File: src/rtl/popcount_threshold_detector_pkg.sv
// Shared width helpers for the popcount-based voters.
// pt_clog2 : ceil(log2(v)), pt_clog2(1) == 0
// pt_cw    : width that holds any popcount of an n-bit word (0..n)
// pt_hw    : width that holds a run counter saturating at h (0..h)
package popcount_threshold_detector_pkg;

  function automatic int pt_clog2(input int v);
    int r;
    r = 0;
    while ((1 << r) < v) r++;
    return r;
  endfunction

  function automatic int pt_cw(input int n);
    return pt_clog2(n + 1);
  endfunction

  function automatic int pt_hw(input int h);
    return pt_clog2(h + 1);
  endfunction

endpackage

File: src/rtl/popcount_threshold_detector_popcount.sv
// Combinational population count, built as a recursive adder tree:
// the word is split in half, each half is counted by a narrower
// instance, and the two partial counts are added.
// Ports:
//   in    [NBITS-1:0]  word to count
//   count [CW-1:0]     number of ones in `in`
module popcount_threshold_detector_popcount
  import popcount_threshold_detector_pkg::*;
#(
  parameter  int NBITS = 3,
  localparam int CW    = pt_cw(NBITS)
) (
  input  logic [NBITS-1:0] in,
  output logic [CW-1:0]    count
);

  generate
    if (NBITS == 1) begin : g_leaf
      assign count = in;
    end else begin : g_node
      localparam int NLO  = NBITS / 2;
      localparam int NHI  = NBITS - NLO;
      localparam int CWLO = pt_cw(NLO);
      localparam int CWHI = pt_cw(NHI);

      logic [CWLO-1:0] w_lo;
      logic [CWHI-1:0] w_hi;

      popcount_threshold_detector_popcount #(.NBITS(NLO)) u_lo (
        .in    (in[NLO-1:0]),
        .count (w_lo)
      );
      popcount_threshold_detector_popcount #(.NBITS(NHI)) u_hi (
        .in    (in[NBITS-1:NLO]),
        .count (w_hi)
      );

      // Sum of the halves never exceeds NBITS, so CW bits cannot overflow.
      assign count = CW'(w_lo) + CW'(w_hi);
    end
  endgenerate

endmodule

File: src/rtl/popcount_threshold_detector.sv
// Registered "at least T of N" voter with a persistence filter.
// Ports:
//   clk, rst_n      rising-edge clock, async active-low reset
//   in_val, in      input word and its valid
//   thresh [CW]     minimum popcount for a match, sampled with `in`
//   out_val         registered copy of in_val
//   count  [CW]     popcount of the last valid word
//   match           count >= thresh for the last valid word
//   run    [HW]     consecutive valid matches, saturating at HOLD
//   persist         run == HOLD
module popcount_threshold_detector
  import popcount_threshold_detector_pkg::*;
#(
  parameter  int NBITS = 3,
  parameter  int HOLD  = 4,
  localparam int CW    = pt_cw(NBITS),
  localparam int HW    = pt_hw(HOLD)
) (
  input  logic             clk,
  input  logic             rst_n,
  input  logic             in_val,
  input  logic [NBITS-1:0] in,
  input  logic [CW-1:0]    thresh,
  output logic             out_val,
  output logic [CW-1:0]    count,
  output logic             match,
  output logic [HW-1:0]    run,
  output logic             persist
);

  localparam logic [HW-1:0] HOLD_V = HW'(HOLD);

  logic [CW-1:0] w_cnt;
  logic          w_match;
  logic [HW-1:0] w_run_nxt;

  logic          r_val;
  logic [CW-1:0] r_count;
  logic          r_match;
  logic [HW-1:0] r_run;

  popcount_threshold_detector_popcount #(.NBITS(NBITS)) u_pop (
    .in    (in),
    .count (w_cnt)
  );

  assign w_match = (w_cnt >= thresh);

  always_comb begin
    w_run_nxt = '0;
    if (w_match) w_run_nxt = (r_run == HOLD_V) ? r_run : r_run + 1'b1;
  end

  always_ff @(posedge clk or negedge rst_n) begin
    if (!rst_n) begin
      r_val   <= 1'b0;
      r_count <= '0;
      r_match <= 1'b0;
      r_run   <= '0;
    end else begin
      r_val <= in_val;
      // Invalid cycles neither break nor extend a run.
      if (in_val) begin
        r_count <= w_cnt;
        r_match <= w_match;
        r_run   <= w_run_nxt;
      end
    end
  end

  assign out_val = r_val;
  assign count   = r_count;
  assign match   = r_match;
  assign run     = r_run;
  // Decoded from the run register, which was loaded from the next-state run,
  // so this rises on the same cycle the HOLD-th hit appears on match.
  assign persist = (r_run == HOLD_V);

endmodule

File: config.mk
export PLATFORM = sky130hd
export DESIGN_NAME = popcount_threshold_detector
export DESIGN_NICKNAME = d
export VERILOG_FILES = /design/src/rtl/popcount_threshold_detector_pkg.sv /design/src/rtl/popcount_threshold_detector_popcount.sv /design/src/rtl/popcount_threshold_detector.sv
export SDC_FILE = /design/constraint.sdc
export NUM_CORES = 1
export LEC_CHECK = 0
export ABC_AREA = 1
export ABC_CLOCK_PERIOD_IN_PS = 1300
export CAP_MARGIN = 0
export CORE_AREA = 8 8 45 47
export CTS_CLUSTER_SIZE = 14
export DETAILED_ROUTE_END_ITERATION = 10
export DIE_AREA = 0 0 53 55
export PLACE_DENSITY_LB_ADDON = 0.1
export SYNTH_ARGS = -nofsm -noshare
export SYNTH_HDL_FRONTEND = slang
export SYNTH_SLANG_ARGS = --single-unit
export TNS_END_PERCENT = 100
File: constraint.sdc
create_clock -name clk -period 1.3 [get_ports clk]
set_input_delay 0.26 -clock clk [delete_from_list [all_inputs] [get_ports clk]]
set_output_delay 0.26 -clock clk [all_outputs]
set_load 0.01 [all_outputs]
==> impl_metrics.csv <==
group,metric,value,unit
cells_and_area,fin_cells,90,
global_routing,gr-total-overflow,0,
route,first_iter_violations,3,
synth,synth_nets,58,
timing,fin_crit,1421,ps
timing,setup_ws,-120.7,ps
run_status,violations,"negative setup slack",
worst_setup_path,crit_chain,"buf_8 > inv_8 > fa_2 > ha_4 > nand2_2 > nand4_1 > nand3_1 > nand2_1",
cells_and_area,fill_cells,140,
worst_setup_path,crit_buf_inv,2,
route,routedWlPerCell,11.18,um
route,drt_wl_total,1.006,mm
synth,synth_edf_count,0,
timing,tightest_slew,337.7,ps
worst_setup_path,critical_path_required,1440,ps
timing,finalSetupTns,-433.5,ps
floorplanning,rows,14,
synth,synth_cells,45,
cells_and_area,drive_above_1_share,0.4189,
floorplanning,fp.coreArea,1384,um^2
place,portBuffers,15,
route,via_count,385,
floorplanning,ioPinCount,16,
clock_tree,clk_pin_slew,60,ps
synth,synthTopCellsByCount,"10 x inv_1, 8 x nand2_1, 7 x dfrtp_1, 7 x nand3_1, 4 x ha_1",
synth,synth.top_cell.area_share,0.4389,
timing,fin_skew,4.351,ps
synth,yosysWarnings,0,
pwr,peakVddDrop,0.0005669,V
floorplanning,die_h,55,um
route,ant_nets,0,
synth,avgSynthCellArea,8.870,um^2
timing,finalHoldViolCount,0,
synth,syn_area,399.1,um^2
pwr,powerDensity,1460,nW/um^2
worst_setup_path,crit_slowest_cell,"fa_2",
synth,yosys.area.top_type,"dfrtp_1",
clock_tree,cts_htree_levels,1,
global_routing,grt_max_degree,8,
synth,yosysUniqueCellTypes,12,
floorplanning,dieArea,2915,um^2
worst_setup_path,crit_family,"adder cells",
synth,yosysMostFrequentCell,"inv_1",
clock_tree,numClockSinks,7,
cells_and_area,area_growth,73.04,%
route,via_per_inst,4.278,
worst_setup_path,worstSetupStartpointType,"input port",
place,dp_hpwl,794.8,um
place,place_congestion,0.6804,
worst_setup_path,cp_max_fo,4,
timing,rsz0062_at_grt,"true",
timing,relSlewSlack,0.7742,
clock_tree,clk_path_buf_depth,2,
cells_and_area,diodes,0,
job,maxCapViolCount,0,
floorplanning,die_x,53,um
timing,drv_slew,0,
cells_and_area,utilization,0.4991,
worst_setup_path,cpPeakStageDelay,590,ps
synth,synth_seq_area_share,0.4389,
route,drc_errors,0,
clock_tree,cts_tree,"done",
global_routing,grt_usage,0.07637,
clock_tree,clkLatencyLatePin,250,ps
worst_setup_path,crit_type,"in -> reg",
timing,max_freq,703.9,MHz
synth,synth_ff_type,"dfrtp_1",
floorplanning,start_util,0.2884,
synth,ys_ff_latch,7,
worst_setup_path,cp-end-kind,"register",
route,first_pass_iters,4,
cells_and_area,final_nets,88,
worst_setup_path,crit_arrival,1560,ps
clock_tree,cts-buffers-inserted,3,
pwr,power_leakage,0.3737,nW
run_status,outcome,"finished with violations",
synth,async_flop_share,1.000,
clock_tree,cts-root-buf,"clkbuf_4",
global_routing,antenna_found_initial,0,
global_routing,grt_pass1_vias,407,
global_routing,grt_pass1_wl,1.580,mm
place,dp.cells,83,
synth,synth_top_cells_by_area,"dfrtp_1 44%, ha_1 13%, inv_1 9.4%",
worst_hold_path,min_path_type,"in -> async",
timing,fin_crit_sh,1.093,
timing,setup_viol,4,
timing,hold-worst-slack,274.3,ps
## layer usage
metal  vias to the layer above  routed length [um]  global-route usage
li1                        196                   -                   -
met1                       175                 446             0.07253
met2                        12                 508              0.1270
met3                         2                  44             0.03209
met4                         0                   6             0.06466
met5                         -                   0                   0
## layout by cell type, fill, tap and decap left out, drive strengths merged
cell type and n:
nor2 1, clkbuf 6, o21ai 2, dlygate4sd2 5, o21a 1, xor2 1, nand4 1, clkdlybuf4s50 4
nand3 7, inv 12, ha 4, buf 14, dfrtp 7, nand2 8, fa 1
## where the power goes
part / total [mW] / switching [mW] / internal, mW
registers: 0.303 / 0.0326 / 0.270
logic: 0.505 / 0.230 / 0.275
clock network: 0.200 / 0.0830 / 0.117
total: 1.01 / 0.346 / 0.662
## layout make-up
class | count | area, um^2 | share of cell area
multi-input cells | 26 | 211.5 | 0.3062
clock buffers | 4 | 26.28 | 0.03804
well taps | 16 | 20.02 | 0.02899
repair buffers | 25 | 205.2 | 0.2971
flip-flops and latches | 7 | 175.2 | 0.2536
inverters | 12 | 52.55 | 0.07609
## state kept, by name (all words and copies together), names as in the netlist
register	flops
out_val	1
count	2
match	1
run	3
## timing repair
item	4_1_cts	5_1_grt
pin swaps	10	5
resized for setup	32	6
setup buffers	2	1
hold buffers	0	0
endpoints found under the setup margin	13	7
## worst paths after layout
check                                    from                    to  slack, ps  depth (start not counted)
setup / recovery                        in[0]    run[0]$_DFFE_PN0P_       -120                          8
hold / removal                          rst_n    run[1]$_DFFE_PN0P_        270                          1
setup reg to reg           run[1]$_DFFE_PN0P_    run[2]$_DFFE_PN0P_        110                          9
hold reg to reg             match$_DFFE_PN0P_     match$_DFFE_PN0P_        480                          1
max in group asynchronous               rst_n     out_val$_DFF_PN0_        770                          1
min in group clk                        in[0]  count[1]$_DFFE_PN0P_        470                          4
## kinds of logic after synthesis
logic type                 share of synthesized area
and+or+nand+nor                               0.2069
xor gates and xnor gates                     0.02195
AOI/OAI and AO/OA                            0.04390
DFF                                           0.4389
buffers and inverters                         0.1129
adders and majority gates                     0.1756
## per-stage QoR
stage | cell area (um^2) | setup WS [ps] | power (mW)
global placement | 629.4 | -917.4 | 0.7766
finish | 690.7 | -120.7 | 1.008
floorplan | 406.6 | -207.4 | 0.4938
global route | 690.7 | -158.3 | 1.108
CTS | 675.6 | -167.0 | 1.032
detailed placement | 629.4 | -923.8 | 0.7774
No activity file was read; power rests on OpenSTA's default activity.
